<file path="config.mk">
export PLATFORM = sky130hd
export DESIGN_NAME = sme_job_sched_flat
export DESIGN_NICKNAME = d
export VERILOG_FILES = /design/src/rtl/sme_job_sched_if.sv /design/src/rtl/sme_job_sched.sv /design/src/flat_wrapper.sv
export SDC_FILE = /design/constraint.sdc
export NUM_CORES = 1
export LEC_CHECK = 0
export BUFFER_PORTS_ARGS = -buffer_cell sky130_fd_sc_hd__buf_2
export CAP_MARGIN = 0
export CORE_MARGIN = 10
export CORE_UTILIZATION = 40
export CTS_CLUSTER_SIZE = 10
export DETAILED_ROUTE_END_ITERATION = 7
export GPL_ROUTABILITY_DRIVEN = 0
export GPL_TIMING_DRIVEN = 0
export PLACE_DENSITY = 0.64
export SYNTH_ARGS = -nofsm -noshare
export SYNTH_HDL_FRONTEND = slang
export SYNTH_SLANG_ARGS = --single-unit
</file>
<file path="constraint.sdc">
create_clock -name clk -period 2.1 [get_ports clk]
set_clock_uncertainty 0.05 [all_clocks]
set_input_delay 0.21 -clock clk [delete_from_list [all_inputs] [get_ports clk]]
set_output_delay 0.21 -clock clk [all_outputs]
set_load 0.01 [all_outputs]
</file>
<file path="src/rtl/sme_job_sched_if.sv">
// rtl/sme_job_sched_if.sv - requester, engine and response signals of sme_job_sched
interface sme_job_sched_if #(
  parameter int NREQ = 2,
  parameter int IDW  = 1
);
  // requester side
  logic [NREQ-1:0]   rq_req;
  logic [NREQ-1:0]   rq_valid;
  logic [NREQ*8-1:0] rq_data;
  logic [NREQ-1:0]   rq_last;
  logic [NREQ-1:0]   rq_ready;
  logic [NREQ-1:0]   grant;
  // engine side
  logic [7:0]        chardata;
  logic              isstring;
  logic              ispattern;
  logic              sme_valid;
  logic              sme_match;
  logic [4:0]        sme_index;
  logic              sme_rst;
  // response side
  logic              rsp_valid;
  logic [IDW-1:0]    rsp_id;
  logic              rsp_match;
  logic [4:0]        rsp_index;
  logic              rsp_err;

  // scheduler view
  modport slave (
    input  rq_req, rq_valid, rq_data, rq_last,
    output rq_ready, grant,
    output chardata, isstring, ispattern, sme_rst,
    input  sme_valid, sme_match, sme_index,
    output rsp_valid, rsp_id, rsp_match, rsp_index, rsp_err
  );

  // requesters plus engine view
  modport master (
    output rq_req, rq_valid, rq_data, rq_last,
    input  rq_ready, grant,
    input  chardata, isstring, ispattern, sme_rst,
    output sme_valid, sme_match, sme_index,
    input  rsp_valid, rsp_id, rsp_match, rsp_index, rsp_err
  );
endinterface

</file>
<file path="src/rtl/sme_job_sched.sv">
// rtl/sme_job_sched.sv - round-robin scheduler sharing one SME engine; WAIT watchdog enabled by SME_SCHED_TIMEOUT_EN
module sme_job_sched #(
  parameter int NREQ        = 2,
  parameter int IDW         = 1,
  parameter int STR_MAX     = 32,
  parameter int PAT_MAX     = 9,
  parameter int TIMEOUT_CYC = 256
) (
  input  logic            clk,
  input  logic            reset,
  sme_job_sched_if.slave  bus
);
  // length counters must hold MAX+1 so overflow is visible without wrapping
  localparam int SLW = $clog2(STR_MAX + 2);
  localparam int PLW = $clog2(PAT_MAX + 2);
  localparam int SAW = $clog2(STR_MAX);
  localparam int PAW = $clog2(PAT_MAX);
  localparam logic [SLW-1:0] SLIM = SLW'(STR_MAX);
  localparam logic [PLW-1:0] PLIM = PLW'(PAT_MAX);

  typedef enum logic [3:0] {
    IDLE, ARB, LOAD_S, LOAD_P, SEND_S, SEND_P, GAP, WAIT, RESP
  } state_t;

  state_t          state, state_nx;
  logic [IDW-1:0]  rr_ptr, gid, arb_id, arb_c;
  logic            arb_hit;
  logic [NREQ-1:0] grant_q, rq_ready_w, grant_w;
  logic [7:0]      str_buf [STR_MAX];
  logic [7:0]      pat_buf [PAT_MAX];
  logic [SLW-1:0]  slen, slen_nx, k;
  logic [PLW-1:0]  plen, plen_nx;
  logic            res_match, res_err;
  logic [4:0]      res_index;
  logic [7:0]      sel_byte;
  logic            sel_last, accept, len_err;
  logic            wait_expire, sme_rst_w;
  logic            isstring_w, ispattern_w;
  logic [7:0]      chardata_w;

  // granted requester's lane and the ready it sees
  assign sel_byte   = bus.rq_data[{gid, 3'b000} +: 8];
  assign sel_last   = bus.rq_last[gid];
  assign rq_ready_w = (state == LOAD_S || state == LOAD_P) ? grant_q : '0;
  assign accept     = |(bus.rq_valid & rq_ready_w);
  assign slen_nx    = (slen <= SLIM) ? slen + 1'b1 : slen;
  assign plen_nx    = (plen <= PLIM) ? plen + 1'b1 : plen;
  assign len_err    = (slen == '0) || (plen_nx == '0) || (slen > SLIM) || (plen_nx > PLIM);

  // round-robin search starting one past the last grantee
  always_comb begin
    arb_hit = 1'b0;
    arb_id  = '0;
    arb_c   = '0;
    for (int i = 1; i <= NREQ; i++) begin
      arb_c = IDW'((int'(rr_ptr) + i) % NREQ);
      if (!arb_hit && bus.rq_req[arb_c]) begin
        arb_hit = 1'b1;
        arb_id  = arb_c;
      end
    end
  end

`ifdef SME_SCHED_TIMEOUT_EN
  localparam int TW = $clog2(TIMEOUT_CYC + 1);
  localparam logic [TW-1:0] TLIM = TW'(TIMEOUT_CYC - 1);
  logic [TW-1:0] wait_cnt;

  // counts cycles spent in WAIT; cleared everywhere else
  always_ff @(posedge clk) begin
    if (reset || state != WAIT) wait_cnt <= '0;
    else                        wait_cnt <= wait_cnt + 1'b1;
  end

  // a result arriving in the expiry cycle beats the watchdog
  assign wait_expire = (state == WAIT) && (wait_cnt == TLIM) && !bus.sme_valid;
  assign sme_rst_w   = wait_expire;
`else
  logic unused_timeout_cfg;
  assign unused_timeout_cfg = (TIMEOUT_CYC == 0);
  assign wait_expire        = 1'b0;
  assign sme_rst_w          = 1'b0;
`endif

  // state register
  always_ff @(posedge clk) begin
    if (reset) state <= IDLE;
    else       state <= state_nx;
  end

  // next state and engine strobes; SEND_S flows straight into SEND_P
  always_comb begin
    state_nx    = state;
    isstring_w  = 1'b0;
    ispattern_w = 1'b0;
    chardata_w  = 8'h00;
    case (state)
      IDLE:   if (|bus.rq_req) state_nx = ARB;
      ARB:    state_nx = arb_hit ? LOAD_S : IDLE;
      LOAD_S: if (accept && sel_last) state_nx = LOAD_P;
      LOAD_P: if (accept && sel_last) state_nx = len_err ? RESP : SEND_S;
      SEND_S: begin
        isstring_w = 1'b1;
        chardata_w = str_buf[k[SAW-1:0]];
        if (k == slen - 1'b1) state_nx = SEND_P;
      end
      SEND_P: begin
        ispattern_w = 1'b1;
        chardata_w  = pat_buf[k[PAW-1:0]];
        if (k == SLW'(plen - 1'b1)) state_nx = GAP;
      end
      GAP:    state_nx = WAIT;
      WAIT:   if (bus.sme_valid || wait_expire) state_nx = RESP;
      RESP:   state_nx = IDLE;
      default: state_nx = IDLE;
    endcase
  end

  // job context: grant, buffers, lengths, replay index and captured result
  always_ff @(posedge clk) begin
    if (reset) begin
      rr_ptr    <= '0;
      gid       <= '0;
      grant_q   <= '0;
      slen      <= '0;
      plen      <= '0;
      k         <= '0;
      res_match <= 1'b0;
      res_index <= '0;
      res_err   <= 1'b0;
    end else begin
      case (state)
        IDLE: begin
          slen      <= '0;
          plen      <= '0;
          k         <= '0;
          res_match <= 1'b0;
          res_index <= '0;
          res_err   <= 1'b0;
        end
        ARB: if (arb_hit) begin
          gid     <= arb_id;
          rr_ptr  <= arb_id;
          grant_q <= NREQ'(1) << arb_id;
        end
        LOAD_S: if (accept) begin
          if (slen < SLIM) str_buf[slen[SAW-1:0]] <= sel_byte;
          slen <= slen_nx;
        end
        LOAD_P: if (accept) begin
          if (plen < PLIM) pat_buf[plen[PAW-1:0]] <= sel_byte;
          plen <= plen_nx;
          if (sel_last && len_err) res_err <= 1'b1;
        end
        SEND_S: k <= (k == slen - 1'b1) ? '0 : k + 1'b1;
        SEND_P: k <= k + 1'b1;
        WAIT: begin
          if (bus.sme_valid) begin
            res_match <= bus.sme_match;
            res_index <= bus.sme_index;
          end else if (wait_expire) begin
            res_err <= 1'b1;
          end
        end
        RESP: grant_q <= '0;
        default: ;
      endcase
    end
  end

  assign grant_w       = (state == ARB && arb_hit) ? (NREQ'(1) << arb_id) : grant_q;
  assign bus.grant     = grant_w;
  assign bus.rq_ready  = rq_ready_w;
  assign bus.isstring  = isstring_w;
  assign bus.ispattern = ispattern_w;
  assign bus.chardata  = chardata_w;
  assign bus.sme_rst   = sme_rst_w;
  assign bus.rsp_valid = (state == RESP);
  assign bus.rsp_id    = (state == RESP) ? gid : '0;
  assign bus.rsp_err   = (state == RESP) && res_err;
  assign bus.rsp_match = (state == RESP) && res_match && !res_err;
  assign bus.rsp_index = (state == RESP && res_match && !res_err) ? res_index : 5'd0;
endmodule

</file>
<file path="src/flat_wrapper.sv">
// flat-port wrapper written by rule: the top's interface ports become plain ports
module sme_job_sched_flat 
#(
  parameter int NREQ        = 2,
  parameter int IDW         = 1,
  parameter int STR_MAX     = 32,
  parameter int PAT_MAX     = 9,
  parameter int TIMEOUT_CYC = 256
)
  (clk, reset, bus_rq_req, bus_rq_valid, bus_rq_data, bus_rq_last, bus_rq_ready, bus_grant, bus_chardata, bus_isstring, bus_ispattern, bus_sme_rst, bus_sme_valid, bus_sme_match, bus_sme_index, bus_rsp_valid, bus_rsp_id, bus_rsp_match, bus_rsp_index, bus_rsp_err);
  sme_job_sched_if #(.NREQ(NREQ), .IDW(IDW)) bus_i ();
  input  logic clk;
  input  logic reset;
  input wire logic [$bits(bus_i.rq_req)-1:0] bus_rq_req;
  input wire logic [$bits(bus_i.rq_valid)-1:0] bus_rq_valid;
  input wire logic [$bits(bus_i.rq_data)-1:0] bus_rq_data;
  input wire logic [$bits(bus_i.rq_last)-1:0] bus_rq_last;
  output wire logic [$bits(bus_i.rq_ready)-1:0] bus_rq_ready;
  output wire logic [$bits(bus_i.grant)-1:0] bus_grant;
  output wire logic [$bits(bus_i.chardata)-1:0] bus_chardata;
  output wire logic [$bits(bus_i.isstring)-1:0] bus_isstring;
  output wire logic [$bits(bus_i.ispattern)-1:0] bus_ispattern;
  output wire logic [$bits(bus_i.sme_rst)-1:0] bus_sme_rst;
  input wire logic [$bits(bus_i.sme_valid)-1:0] bus_sme_valid;
  input wire logic [$bits(bus_i.sme_match)-1:0] bus_sme_match;
  input wire logic [$bits(bus_i.sme_index)-1:0] bus_sme_index;
  output wire logic [$bits(bus_i.rsp_valid)-1:0] bus_rsp_valid;
  output wire logic [$bits(bus_i.rsp_id)-1:0] bus_rsp_id;
  output wire logic [$bits(bus_i.rsp_match)-1:0] bus_rsp_match;
  output wire logic [$bits(bus_i.rsp_index)-1:0] bus_rsp_index;
  output wire logic [$bits(bus_i.rsp_err)-1:0] bus_rsp_err;
  assign bus_i.rq_req = bus_rq_req;
  assign bus_i.rq_valid = bus_rq_valid;
  assign bus_i.rq_data = bus_rq_data;
  assign bus_i.rq_last = bus_rq_last;
  assign bus_rq_ready = bus_i.rq_ready;
  assign bus_grant = bus_i.grant;
  assign bus_chardata = bus_i.chardata;
  assign bus_isstring = bus_i.isstring;
  assign bus_ispattern = bus_i.ispattern;
  assign bus_sme_rst = bus_i.sme_rst;
  assign bus_i.sme_valid = bus_sme_valid;
  assign bus_i.sme_match = bus_sme_match;
  assign bus_i.sme_index = bus_sme_index;
  assign bus_rsp_valid = bus_i.rsp_valid;
  assign bus_rsp_id = bus_i.rsp_id;
  assign bus_rsp_match = bus_i.rsp_match;
  assign bus_rsp_index = bus_i.rsp_index;
  assign bus_rsp_err = bus_i.rsp_err;
  sme_job_sched #(.NREQ(NREQ), .IDW(IDW), .STR_MAX(STR_MAX), .PAT_MAX(PAT_MAX), .TIMEOUT_CYC(TIMEOUT_CYC)) u_core (.clk(clk), .reset(reset), .bus(bus_i));
endmodule
</file>
==> results.json, run 1 <==
{
  "cts_inserted_buffers": 42,
  "synth.avg_cell_area_um2": 17.74,
  "slowest_stage": "mux4_2",
  "synth_edf_count": 328,
  "synth.ff_latch_count": 363,
  "fillCellCount": 2848,
  "critical_path.max_stage_delay_ps": 500,
  "synth_fa_ha_area_frac": 0.008325,
  "synth_compound_area_frac": 0.03463,
  "finalSetupViolations": 14,
  "drt_iter0_drc": 882,
  "initial_core_util": 0.4076,
  "hold_viol": 0,
  "grt_usage": 0.1562,
  "yosysSeqAreaShare": 0.7020,
  "root_buffer": "clkbuf_16",
  "stdcell_area_um2": 19140,
  "synth_warnings": 0,
  "grt-ovfl-total": 0,
  "dieArea_um2": 45730,
  "maxSlewHeadroom": 0.4054,
  "period_needed_ps": 3055,
  "fin_crit_sh": 1.455,
  "crit_path_cell_trace": "buf_12, buf_12, buf_12, mux4_2, mux4_2, a32oi_1, o21ai_1, buf_2",
  "die_height_um": 213.8,
  "first_pass_iters": 6,
  "switching_share": 0.2707,
  "yosysUniqueCellTypes": 61,
  "worst_slew_pin_slew_ps": 891.9,
  "vias": 8564,
  "synth-async-reset-ratio": 0,
  "cellLeakagePower_nw": 6.124,
  "start_kind": "flip-flop",
  "p_int_w": 0.01442,
  "num_io_pins": 55,
  "dieWidth_um": 213.8,
  "grt_setup_unrepaired": "true",
  "critical-path-top-delay-family": "multiplexers",
  "pwr-share-comb": 0.253,
  "power.total_w": 0.01977,
  "area_growth_syn_to_layout_pct": 27.34,
  "critPathMostFrequentCell": "buf_12",
  "cts_tree": "built",
  "viasPerCell": 5.543,
  "placementRows": 70,
  "drc": 0,
  "finalNetCount": 1065,
  "n_antenna_cell": 0,
  "drive_gt1_frac": 0.4121,
  "min_path_type": "input pin to flip-flop",
  "coreArea_um2": 36870,
  "layout_common_cells": "328 x edfxtp_1, 88 x mux4_2, 50 x buf_2",
  "grt_pass1_wl_um": 53900,
  "synthFlopType": "edfxtp_1",
  "syn_inst": 847,
  "worstPathRequired_ps": 1840,
  "path_clk_slew_ps": 60,
  "grt_antenna_before_repair": 0,
  "cts_num_sinks": 363,
  "grt_max_degree": 42,
  "cp-end-kind": "output pin",
  "maxCapViolations": 0,
  "maxSlewViolCount": 0,
  "tns_ps": -7517,
  "p_sw_w": 0.005350,
  "fmax_ghz": 0.3274,
  "powerDensity_nw_per_um2": 1033,
  "place_area_um2": 15980,
  "synth_top_family_by_area": "multiplexers",
  "final_common_cell": "edfxtp_1",
  "pwr-share-clk": 0.327,
  "seqPwrFrac": 0.420,
  "htreeDepth": 2,
  "wl_per_cell_um": 23.50,
  "cp.arrival_ps": 2790,
  "synthMuxAreaShare": 0.1562,
  "crit_type": "flip-flop to output pin",
  "totalWireLength_um": 36300,
  "failed_checks": "setup timing",
  "io_buffers": 52,
  "clk_latency_ps": 540,
  "run_status": "complete, but fails checks",
  "cp.buffers_inverters": 4,
  "place_ws_ps": -986.6,
  "setup_ws_ps": -954.5,
  "hpwlAfterDp_um": 21940,
  "synthSimpleGateAreaFrac": 0.06785,
  "peakVddDrop_mv": 0.5014,
  "synth_nets": 888,
  "synth_area_um2": 15030,
  "detail-route-antenna-nets": 0,
  "grt_pass1_vias": 8783,
  "yosys.area_share.xor_xnor": 0.01432,
  "cp_max_fo": 7,
  "clock_path_buffers": 3
}
## path summary, 6_finish.rpt
kind | depth (start not counted) | endpoint | start | slack [ps]
worst max register to register | 8 | u_core.state[2] | u_core.plen[1] | -60
worst min-delay path | 4 | u_core.grant_q[1] | bus_rq_req[0] | 40
worst min register to register | 2 | u_core.res_match | u_core.res_match | 420
worst max-delay path | 8 | bus_chardata[1] | flip-flop | -950
## sequential cells by signal, summed over array words and instances, names as in the netlist, named ones only
register	cells
u_core.str_buf	256
u_core.res_index	5
u_core.slen	6
u_core.k	6
u_core.res_match	1
u_core.rr_ptr	1
u_core.grant_q	2
u_core.plen	4
u_core.state	4
u_core.pat_buf	72
u_core.res_err	1
## worst min-delay path, stage by stage
cell and delay [ps]:
buf_2 90, nand2_1 50, nand4_1 140, a211oi_1 90
## layout make-up
| type | count | area, um^2 | area share |
|---|---|---|---|
| inverter | 11 | 60.06 | 0.003138 |
| sequential | 363 | 10580 | 0.5529 |
| multi-input combinational | 428 | 4837 | 0.2527 |
| tap | 504 | 630.6 | 0.03295 |
| timing repair buffer | 137 | 1456 | 0.07610 |
| clock buffer | 58 | 1142 | 0.05969 |
| clock inverter | 3 | 32.53 | 0.001700 |
| buffer | 41 | 397.9 | 0.02079 |
## cells in the mapped netlist (2+ instances only)
cell       instances  area share
xnor2_1           10      0.0058
a211oi_1           2      0.0010
mux2i_1           23       0.015
a32oi_1            8      0.0047
a31oi_1            2     0.00083
o21a_1             3      0.0015
and3b_1            2      0.0012
and3_1             7      0.0029
mux4_2            88        0.13
inv_1             11      0.0027
nand2_1           36      0.0090
buf_2              9      0.0030
dfxtp_1           35       0.047
buf_1              5      0.0012
ha_1              10      0.0083
nand3b_1           4      0.0020
a21oi_1           24      0.0080
clkbuf_1          25      0.0062
and2_1            18      0.0075
nand2b_1           3      0.0012
xor2_1            12      0.0070
o21ai_0           12      0.0040
nor3_1             8      0.0027
mux2_2            12      0.0090
buf_4              5      0.0025
or3_1              3      0.0012
nand4_1           12      0.0050
or2_2              3      0.0012
a21o_1             2      0.0010
nor4_1             3      0.0012
nor2b_1            3      0.0012
nand4b_1           2      0.0012
o221ai_1           5      0.0029
edfxtp_1         328        0.66
o21ai_1            4      0.0013
nand3_1           17      0.0057
o2111ai_1          2      0.0012
nor3b_1            2      0.0010
nor2_1            65       0.016
## routing by layer
metal / wire (um) / track usage / up-vias
met5: 0 / 0 / -
met4: 777 / 0.04253 / 0
met3: 2366 / 0.03285 / 68
met2: 18230 / 0.2577 / 299
met1: 14930 / 0.2056 / 4459
li1: - / - / 3738
## power by group through the flow
stage | sequential (W) | combinational (W) | clock [W]
after floorplan | 0.00840 | 0.00266 | 0
after global placement | 0.00843 | 0.00366 | 0
after detailed placement | 0.00843 | 0.00369 | 0
after CTS | 0.00829 | 0.00454 | 0.00656
after global routing | 0.00831 | 0.00530 | 0.00690
final | 0.00831 | 0.00500 | 0.00646
## cells by family (layout without fill, tap and decap cells)
logic type,after synthesis,in the layout
compound gates,75,75
simple gates,196,196
fa+ha+maj,10,10
mux,123,123
flops,363,363
xor+xnor,23,23
other cells,1,1
buf+inv,56,250
## stage by stage
stage	instances	util	hold slack, ps
floorplan	847	-	311.9
global placement	1403	0.4334	411.2
detailed placement	1403	0.4334	415.8
CTS	1515	0.5013	12.92
global route	1545	0.5190	52.36
finish	1545	0.5190	44.19
## repair_timing
action / in CTS / in global routing
hold buffers: 7 / 0
hold endpoints to repair: 8 / 0
endpoints found under the setup margin: 652 / 335
resized for setup: 180 / 75
pin swaps: 49 / 38
gates cloned: 2 / 2
buffers inserted: 43 / 32
No activity file was read; power rests on OpenSTA's default activity.
==> run 2: changes to the inputs <==
--- a/config.mk
+++ b/config.mk
@@ -13,7 +13,7 @@
 export DETAILED_ROUTE_END_ITERATION = 7
 export GPL_ROUTABILITY_DRIVEN = 0
 export GPL_TIMING_DRIVEN = 0
-export PLACE_DENSITY = 0.64
+export PLACE_DENSITY = 0.62
 export SYNTH_ARGS = -nofsm -noshare
 export SYNTH_HDL_FRONTEND = slang
 export SYNTH_SLANG_ARGS = --single-unit
==> constraint.sdc (replaced) <==
create_clock -name clk -period 3.2 [get_ports clk]
set_clock_uncertainty 0.05 [all_clocks]
set_input_delay 0.32 -clock clk [delete_from_list [all_inputs] [get_ports clk]]
set_output_delay 0.32 -clock clk [all_outputs]
set_load 0.01 [all_outputs]
==> results.json, run 2 (same netlist as run 1, synthesis figures left out) <==
{
  "fin_crit_sh": 0.9968,
  "path_clk_slew_ps": 50,
  "worst_r2r_startpoint": "u_core.state[0]",
  "reg2reg_to": "u_core.str_buf[31][7]",
  "cellLeakagePower_nw": 5.480,
  "reg2reg_depth": 6,
  "start_kind": "flip-flop",
  "clk_latency_ps": 540,
  "final_cells": 1481,
  "min_path_type": "input pin to flip-flop",
  "detail-route-antenna-nets": 0,
  "place_ws_ps": -100.0,
  "viasPerCell": 5.413,
  "io_buffers": 52,
  "crit_path_end": "bus_chardata[0]",
  "grt_antenna_before_repair": 2,
  "totalWireLength_um": 33670,
  "slowest_stage": "mux4_2",
  "grt_pass1_wl_um": 50580,
  "area_growth_syn_to_layout_pct": 15.81,
  "finalSetupViolations": 0,
  "worstPathRequired_ps": 2830,
  "drc": 0,
  "fin_util": 0.4720,
  "hpwlAfterDp_um": 21870,
  "htreeDepth": 2,
  "first_pass_iters": 5,
  "grt-ovfl-total": 0,
  "holdWs_ps": 10.70,
  "grt_pass1_vias": 8237,
  "critical_path.max_stage_delay_ps": 560,
  "hold_viol": 0,
  "peakVddDrop_mv": 0.4232,
  "root_buffer": "clkbuf_16",
  "final_common_cell": "edfxtp_1",
  "cts_num_sinks": 363,
  "drt_iter0_drc": 711,
  "fillCellCount": 3088,
  "powerDensity_nw_per_um2": 707.3,
  "largest_reg_flops": 256,
  "placementRows": 70,
  "period_needed_ps": 3190,
  "dieWidth_um": 213.8,
  "cts_inserted_buffers": 42,
  "initial_core_util": 0.4076,
  "r2r_setup_slack_ps": 190,
  "cts_tree": "built",
  "power.total_w": 0.01231,
  "crit_path_cell_trace": "buf_12, buf_12, mux4_2, mux4_2, nand4_1, o221ai_1, buf_2",
  "grt_usage": 0.1482,
  "layout_common_cells": "328 x edfxtp_1, 88 x mux4_2, 63 x nor2_1",
  "maxSlewViolCount": 0,
  "grt_setup_unrepaired": "true",
  "dieArea_um2": 45730,
  "dp_cells": 1403,
  "run_status": "finished, final reports clean",
  "crit_type": "flip-flop to output pin",
  "worst_slew_pin_slew_ps": 940.5,
  "num_io_pins": 55,
  "fmax_ghz": 0.3135,
  "setup_ws_ps": 10.23,
  "clock_path_buffers": 3,
  "die_height_um": 213.8,
  "finalNetCount": 991,
  "grt_max_degree": 42,
  "drive_gt1_frac": 0.2602,
  "maxCapViolations": 0,
  "cp.arrival_ps": 2820,
  "cp_max_fo": 10,
  "vias": 8016,
  "wl_per_cell_um": 22.73,
  "coreArea_um2": 36870,
  "cp-end-kind": "output pin",
  "maxSlewHeadroom": 0.3707
}
==> run 2: worst min path at each step <==
stage / from / endpoint / depth (start not counted) / slack (ps)
after floorplan: u_core.res_err / u_core.res_err / 2 / 390
after global placement: u_core.res_match / u_core.res_match / 2 / 410
after detailed placement: u_core.res_index[4] / u_core.res_index[4] / 2 / 420
after CTS: bus_sme_index[0] / u_core.res_index[0] / 3 / 2
after global routing: bus_sme_index[0] / u_core.res_index[0] / 3 / 20
final: bus_sme_index[0] / u_core.res_index[0] / 3 / 10
==> run 2: layout make-up <==
type | count | area (um^2) | share of cell area
antenna | 1 | 2.502 | 0.0001438
buffer | 44 | 324.1 | 0.01862
clock buffer | 67 | 1166 | 0.06700
clock inverter | 3 | 33.78 | 0.001941
inverter | 11 | 41.29 | 0.002372
multi-input combinational | 428 | 4272 | 0.2454
sequential | 363 | 10560 | 0.6064
tap | 504 | 630.6 | 0.03623
timing repair buffer | 60 | 380.4 | 0.02185
==> run 2: critical path, delay by kind of cell, from the launching register on <==
kind	cells	cell delay [ps]
muxes	2	1110
buffers and inverters	3	510
AOI/OAI and AO/OA	1	130
DFF	1	380
and+or+nand+nor	1	140
==> run 2: report_power, final <==
group / total (W) / switching [W] / internal, W
sequential: 0.00545 / 0.0000769 / 0.00537
clock: 0.00427 / 0.00178 / 0.00249
combinational: 0.00259 / 0.00143 / 0.00117
==> run 2: layer usage <==
metal  wire length [um]  vias to the layer above  global-route usage
met1              14470                     4140              0.2000
li1                   -                     3587                   -
met3               2104                       47             0.02760
met4                580                        0             0.04155
met2              16520                      242              0.2412
met5                  0                        -                   0
==> run 2: through the flow <==
step	TNS [ps]	instance area, um^2
6_report	0	17410
5_1_grt	-151.1	17400
2_1_floorplan	0	15030
3_3_place_gp	-615.4	15920
4_1_cts	0	17240
3_5_place_dp	-356.9	15920
==> run 2: repair_timing <==
action                     CTS  global route
setup endpoints to repair    8            24
cloned                       0             3
pin swaps                    0             3
hold buffers                 3             0
buffers inserted             0             2
hold endpoints to repair     3             0
resized for setup           32            34
